$ cat src/rtl/conv_engine.sv
// conv_engine: streaming 2-D correlation engine with run-time stride, signed/unsigned
// operands and valid/ready input and output streams.
module conv_engine #(
   parameter int DATA_WIDTH = 8,
   parameter int MATRIX_DIM = 16,
   parameter int CONV_DIM   = 3,
   parameter int ACC_WIDTH  = 2*DATA_WIDTH+$clog2(CONV_DIM*CONV_DIM)
) (
   input  logic                  clk,
   input  logic                  rst,
   input  logic                  start,
   input  logic [1:0]            stride,
   input  logic                  signed_mode,
   input  logic                  reuse_kernel,
   input  logic                  in_valid,
   output logic                  in_ready,
   input  logic [DATA_WIDTH-1:0] in_data,
   output logic                  out_valid,
   input  logic                  out_ready,
   output logic [ACC_WIDTH-1:0]  out_data,
   output logic                  out_last,
   output logic                  busy,
   output logic                  done
);
   localparam int KN   = CONV_DIM*CONV_DIM;
   localparam int MN   = MATRIX_DIM*MATRIX_DIM;
   localparam int KW   = $clog2(KN);
   localparam int MW   = $clog2(MN);
   localparam int TW   = $clog2(CONV_DIM);
   localparam int WW   = $clog2(MATRIX_DIM+4);
   localparam int LAST = MATRIX_DIM-CONV_DIM;

   typedef enum logic [2:0] {IDLE, LOAD_K, LOAD_M, COMPUTE, OUT, DONE} state_t;
   state_t state, next;

   logic [DATA_WIDTH-1:0] k_mem [KN];
   logic [DATA_WIDTH-1:0] m_mem [MN];
   logic [MW-1:0]         cnt;
   logic [TW-1:0]         ti, tj;
   logic [WW-1:0]         wr, wc;
   logic [1:0]            s;
   logic                  sgn;
   logic [ACC_WIDTH-1:0]  acc, k_ext, m_ext;
   logic [DATA_WIDTH-1:0] k_val, m_val;
   logic                  beat, last_beat, tj_end, last_tap, row_end, col_end;

   assign in_ready  = state == LOAD_K || state == LOAD_M;
   assign out_valid = state == OUT;
   assign busy      = state != IDLE;
   assign done      = state == DONE;
   assign out_data  = acc;
   assign beat      = in_valid && in_ready;
   assign last_beat = state == LOAD_K ? cnt == MW'(KN-1) : cnt == MW'(MN-1);
   assign tj_end    = tj == TW'(CONV_DIM-1);
   assign last_tap  = tj_end && ti == TW'(CONV_DIM-1);
   // a window is the last on its axis when the next step would run past the matrix edge
   assign col_end   = int'(wc) + int'(s) > LAST;
   assign row_end   = int'(wr) + int'(s) > LAST;
   assign out_last  = out_valid && row_end && col_end;
   assign k_val     = k_mem[KW'(int'(ti)*CONV_DIM + int'(tj))];
   assign m_val     = m_mem[MW'((int'(wr)+int'(ti))*MATRIX_DIM + int'(wc) + int'(tj))];
   assign k_ext     = {{(ACC_WIDTH-DATA_WIDTH){sgn & k_val[DATA_WIDTH-1]}}, k_val};
   assign m_ext     = {{(ACC_WIDTH-DATA_WIDTH){sgn & m_val[DATA_WIDTH-1]}}, m_val};

   always_ff @(posedge clk or negedge rst) begin
      if (!rst) state <= IDLE;
      else      state <= next;
   end

   always_comb begin
      next = state;
      case (state)
         IDLE:    if (start) next = reuse_kernel ? LOAD_M : LOAD_K;
         LOAD_K:  if (beat && last_beat) next = LOAD_M;
         LOAD_M:  if (beat && last_beat) next = COMPUTE;
         COMPUTE: if (last_tap) next = OUT;
         OUT:     if (out_ready) next = row_end && col_end ? DONE : COMPUTE;
         DONE:    next = IDLE;
         default: next = IDLE;
      endcase
   end

   always_ff @(posedge clk or negedge rst) begin
      if (!rst) begin
         for (int i = 0; i < KN; i++) k_mem[i] <= '0;
         for (int i = 0; i < MN; i++) m_mem[i] <= '0;
         cnt <= '0;
         ti  <= '0;
         tj  <= '0;
         wr  <= '0;
         wc  <= '0;
         s   <= 2'd1;
         sgn <= 1'b0;
         acc <= '0;
      end else begin
         case (state)
            IDLE: if (start) begin
               s   <= stride == 2'd0 ? 2'd1 : stride;
               sgn <= signed_mode;
               cnt <= '0;
            end
            LOAD_K: if (beat) begin
               k_mem[KW'(cnt)] <= in_data;
               cnt <= last_beat ? '0 : cnt + 1'b1;
            end
            LOAD_M: if (beat) begin
               m_mem[cnt] <= in_data;
               cnt <= last_beat ? '0 : cnt + 1'b1;
               if (last_beat) begin
                  acc <= '0;
                  ti  <= '0;
                  tj  <= '0;
                  wr  <= '0;
                  wc  <= '0;
               end
            end
            COMPUTE: begin
               acc <= acc + k_ext * m_ext;
               tj  <= tj_end ? '0 : tj + 1'b1;
               ti  <= tj_end ? (last_tap ? '0 : ti + 1'b1) : ti;
            end
            OUT: if (out_ready) begin
               acc <= '0;
               wc  <= col_end ? '0 : wc + WW'(s);
               wr  <= col_end ? wr + WW'(s) : wr;
            end
            default: ;
         endcase
      end
   end
endmodule

$ cat config.mk
export PLATFORM = sky130hd
export DESIGN_NAME = conv_engine
export DESIGN_NICKNAME = d
export VERILOG_FILES = /design/src/rtl/conv_engine.sv
export SDC_FILE = /design/constraint.sdc
export NUM_CORES = 2
export LEC_CHECK = 0
export BUFFER_PORTS_ARGS = -buffer_cell sky130_fd_sc_hd__buf_2
export CELL_PAD_IN_SITES_DETAIL_PLACEMENT = 0
export CELL_PAD_IN_SITES_GLOBAL_PLACEMENT = 1
export CORE_AREA = 2 2 487 538
export DETAILED_ROUTE_END_ITERATION = 8
export DIE_AREA = 0 0 489 540
export GPL_TIMING_DRIVEN = 0
export MAX_ROUTING_LAYER = met4
export PLACE_DENSITY_LB_ADDON = 0.1
export SLEW_MARGIN = 30
export SYNTH_ARGS = -nofsm -noshare
export SYNTH_HDL_FRONTEND = slang
export SYNTH_SLANG_ARGS = --single-unit
$ cat constraint.sdc
create_clock -name clk -period 10.72 [get_ports clk]
set_input_delay 1.608 -clock clk [delete_from_list [all_inputs] [get_ports clk]]
set_output_delay 1.608 -clock clk [all_outputs]
set_load 0.01 [all_outputs]
# Word-level counts from Yosys, hierarchy flattened
# Index checks and enable logic that the tools add are counted.
# word_totals
inputBits,17
word_cells,393
output_inout_bits,25
ff_bits,2168
# op_classes
n_bitwise,6
n_mux,45
magnitude_cmp,8
reduce_logical,27
add_sub_neg,12
mul,2
eq_ne,19
# ops
operator,count
$bwmux 2048,1
$bwmux 72,1
$mux 8,9
$bmux 8 s8,1
$demux 8 s8,1
$mux 20,3
$pmux 20 s3,1
$bmux 8 s4,1
$demux 8 s4,1
$mux 5,6
$add 20x20->20,1
$pmux 5 s2,2
$mul 9x9->18,1
$mux 3,6
$pmux 8 s2,1
$pmux 3 s5,1
$mux 2,7
$add 5x2->6,2
$gt 6x4->1 const B,2
$reduce_and 4->1,3
$add 5x2->5,2
$ne 2x1->1 const B,5
$ne 2x2->1 const B,5
$reduce_and 5->1,2
other kinds (34),54

# Longest topological paths before layout
# depth
depth_word,11
depth_mapped,42

# Least setup slack after synthesis
# No wires, ideal clock.
# synth_timing
path_type,register to register
startpoint,reg tj[0]
endpoint,reg acc[19] (netlist: out_data[19])
slack_ps,1274
path_stages_with_launch,41
t_arrival_ps,9328
setup_ps,118
synth_period_minus_slack_ps,9446
cell_sequence,dfrtp_1 > ha_1 > fa_1 > buf_2 > buf_4 > buf_2 > buf_2 > buf_1 > mux4_2 > mux4_2 > a22oi_1 > nand3_1 > mux2i_1 > mux2_2 > nor2_1 > fa_1 > inv_1 > fa_1 > [5 not listed] > inv_1 > ha_1 > nor2b_1 > o21a_1 > o311ai_0 > a21boi_0 > o21a_1 > nor2_1 > xnor2_1 > ha_1 > or3_1 > o211ai_1 > o21ai_0 > o41ai_1 > nor2b_1 > xor2_1 > a21o_1 > a21o_1
# synth_via
elab_chain_cells,9
# synth_rtl
element,line,rtl
from (decl),39,"logic [TW-1:0] ti, tj;"
from (signal assigned),119,tj <= tj_end ? '0 : tj + 1'b1;
$add 8x2->8 / $add 4x2->4 (equally long branches),"61, 60",
$not 8->8 (implied by the code) / $not 4->4 (equally long branches),"61, 60",
$bmux 8 s8 / $bmux 8 s4 (equally long branches),"61, 60",
"$mux 8, on equally long branches (2 in series)","61, 60",
"$and 1x1->1, on equally long branches","63, 62",
$mul 9x9->18 *,118,acc <= acc + k_ext * m_ext;
$add 20x20->20 *,118,
$pmux 20 s3 *,96,case (state)
to (signal assigned),118,
to (decl),43,"logic [ACC_WIDTH-1:0] acc, k_ext, m_ext;"
# Mark *: on every way between the ends. The rest lies on a longest branch, timed or not. The select of a mux whose other input is x is not followed.
# A chain may end at the register's enable or synchronous reset.

# Worst setup path after layout
# Ends and elaborated chain as after synthesis.

==> reports/qor.csv <==
metric,value,unit
Worst Hold End,k_mem[25]$_DFFE_PN0P_,
Final nets,7223,
CTS tree,yes,
hold_sp,k_mem[25]$_DFFE_PN0P_,
clk_lat worst skew,0.95,ns
"Data required, critical path",11.57,ns
Root Driver,clkbuf_16,
grt met1 use,43.5,%
"Seq/Total Area, Yosys",52.7,%
cell area power density,276,mW/mm^2
CP Launch Type,register,
grt met3 use,6.95,%
final design utilization,46.3,%
Layout fillers,22700,
clk buf depth,4,
arrival time worst endpoint,11.37,ns
Comb pwr share,48.3,%
"Avg Cell Area, Syn",15.5,um^2
pin count of the biggest net entering global routing,122,
die width,489,um
Yosys Warn Count,0,
CP Capture Type,register,
Critical Setup Path Class,register to register,
worst hold stages,1,
period utilization,98.1,%
Syn Inst Count,6646,
"Slew Viols, Final",0,
pre-CTS setup slack,-2.70,ns
first-pass GRT wire length,572000,um
final setup skew,0.0746,ns
ANT nets after route,0,
worst-path maximum fanout,8,
TritonRoute pass-1 iters,7,
most frequent cells after synthesis,"dfrtp_1 (2167), mux2_2 (2136), mux4_2 (653)",
largest area contributor in the synthesized netlist,dfrtp_1,
Area Growth Syn to Fin,16.1,%
GRT Total Usage,32.7,%
1st-iter DRT viols,6129,
Worst R2R Start,tj[0]$_DFFE_PN0P_,
DIE AREA,0.264,mm^2
Crit path max-delay family,adder cells,
share of layout cells above drive strength 1,51.2,%
DR WL/cell,39.1,um
most frequent cell after synthesis,dfrtp_1,
critical-path cell with the highest stage delay,mux4_2,
Crit path top cell by count,fa_1,
Synth top area share,52.7,%
outcome,finished clean,
clock share of power,25.2,%
clk sink count,2168,
Buf/Inv on CP,9,
"EDFF count, synth",0,
ys async rst share,100,%
Via density,6.04,
initial antenna violation count,38,
Die Y,540,um
via count,64700,
# rows,196,
Main synth FF type,dfrtp_1,
"Distinct cells, synth",64,
Net Sw Frac,43.7,%
DPL Wire Length,296000,um
FF-to-FF path depth,40,
GR peak layer,met2,
max cap viols,0,
core area,0.258,mm^2
static leakage,56.8,nW
Clock Pin Slew Worst Setup and Hold Paths,0.06,ns
CTS H-tree depth,4,
Reg2Reg Capture Point,out_data[19]$_DFFE_PN0P_,
number of global-route vias before repair,66500,
placed insts,10200,
Final setup viols,0,
Psw,14.4,mW
I/O pin cnt,42,
final total power,33.0,mW
met2 Track Usage GR,47.8,%
worst vdd ir,0.367,mV
"Min Clock Period, post-route",10.52,ns
Total Neg Setup Slack,0,ns
r2r setup slk,0.20,ns
Yosys reg bits,2168,
Post-Syn Nets,6814,
non-filler instance count after layout,10700,
Post-Syn Area,0.103,mm^2
Initial Util,39.9,%
DRT Wirelength,419000,um
Worst-Margin Slew,1.11,ns
"slowest stage delay, CP",0.55,ns
relative slew slack,26.0,%
PnR worst setup slack,0.201,ns
drt drc,0,
worst min path class,register to register,
Int Pwr,18.6,mW
Final Hold Fails,0,
Fmax achieved,95.1,MHz
grt total ovfl,0,
synth top area cells,"dfrtp_1 (53%), mux2_2 (23%), mux4_2 (14%)",
Inserted Clock Buffers,241,
Final Wtd Congestion,0.940,
IO buf count,33,
power share of the sequential group,26.5,%
-- flip-flops by register name, summed over array words and instances (netlist names) --
register,cells
m_mem,2048
k_mem,72
out_data,20
cnt,8
wc,5
wr,5
state,3
s,2
ti,2
tj,2
sgn,1
-- power groups by stage --
stage               registers (mW)  logic (mW)  clock network, mW
finish                        8.74        15.9               8.31
global placement              8.90        13.7                  0
detailed placement            8.89        14.3                  0
CTS                           8.74        15.2               8.42
global route                  8.77        16.1               8.77
floorplan                     8.81        6.32                  0
-- through the flow --
| step | hold slack [ns] | cell area [um^2] |
|---|---|---|
| after detailed placement | 0.487 | 110000 |
| after CTS | 0.501 | 119000 |
| after floorplan | 0.474 | 103000 |
| after global routing | 0.508 | 120000 |
| after global placement | 0.481 | 107000 |
| final | 0.500 | 120000 |
-- worst max-delay path by stage --
stage	end	cells after the start	slack, ns	startpoint
floorplan	out_data[19]$_DFFE_PN0P_	40	1.27	tj[0]$_DFFE_PN0P_
global placement	m_mem[1460]$_DFFE_PN0P_	1	-41.12	rst
detailed placement	out_data[19]$_DFFE_PN0P_	39	-2.70	tj[0]$_DFFE_PN0P_
CTS	out_data[19]$_DFFE_PN0P_	40	0.0004	tj[0]$_DFFE_PN0P_
global route	out_data[19]$_DFFE_PN0P_	38	-0.003	tj[0]$_DFFE_PN0P_
finish	out_data[19]$_DFFE_PN0P_	40	0.20	tj[0]$_DFFE_PN0P_
-- per-layer routing --
layer	vias to the layer above	part of all wire, %
li1	25500	-
met1	36000	42
met2	2436	45
met3	766	7.6
met4	0	5.8
met5	-	0
-- placed cells by master (no fill, tap or decap), types with 8 or more instances in the layout --
cell / instances
a21o_1: 13
a21oi_1: 27
a22o_1: 8
a22oi_1: 20
and2_1: 26
and3_1: 16
buf_12: 42
buf_16: 63
buf_2: 42
buf_4: 71
buf_6: 49
buf_8: 28
bufinv_16: 11
clkbuf_1: 311
clkbuf_16: 247
clkbuf_2: 67
clkbuf_8: 60
clkinv_2: 49
clkinvlp_4: 10
dfrtp_1: 2166
diode_2: 22
fa_1: 78
ha_1: 71
inv_1: 103
mux2_2: 2132
mux2i_1: 28
mux4_2: 653
nand2_1: 193
nand2b_1: 31
nand3_1: 97
nand3_2: 8
nor2_1: 157
nor2_2: 99
nor2b_1: 12
nor3_1: 12
o21ai_0: 54
or2_2: 14
xnor2_1: 23
xor2_1: 11
-- layout make-up --
type	instances	area [um^2]	share of cell area [%]
flip-flops and latches	2168	54300	45.4
multi-input cells	3901	46900	39.2
clock buffers	352	6970	5.83
well taps	3465	4340	3.63
plain buffers	471	3360	2.81
repair buffers	168	2540	2.13
clock inverters	77	748	0.626
inverters	104	390	0.327
diodes	22	55.1	0.0461
-- cells by family after synthesis --
logic type / count (synthesis) / share of synthesized area [%]
fa+ha+maj: 151 / 2.40
buf+inv: 578 / 2.36
mux: 2823 / 38.0
flops: 2168 / 52.7
xor+xnor: 43 / 0.366
compound gates: 194 / 1.25
simple gates: 689 / 2.97
-- what timing repair did --
action / 4_1_cts / 5_1_grt
hold buffers: 0 / 0
pin swaps: 9 / 6
endpoints found under the setup margin: 13 / 3
resized for setup: 267 / 112
cloned: 1 / 2
setup buffers: 20 / 34
(Power assumes the default switching activity.)
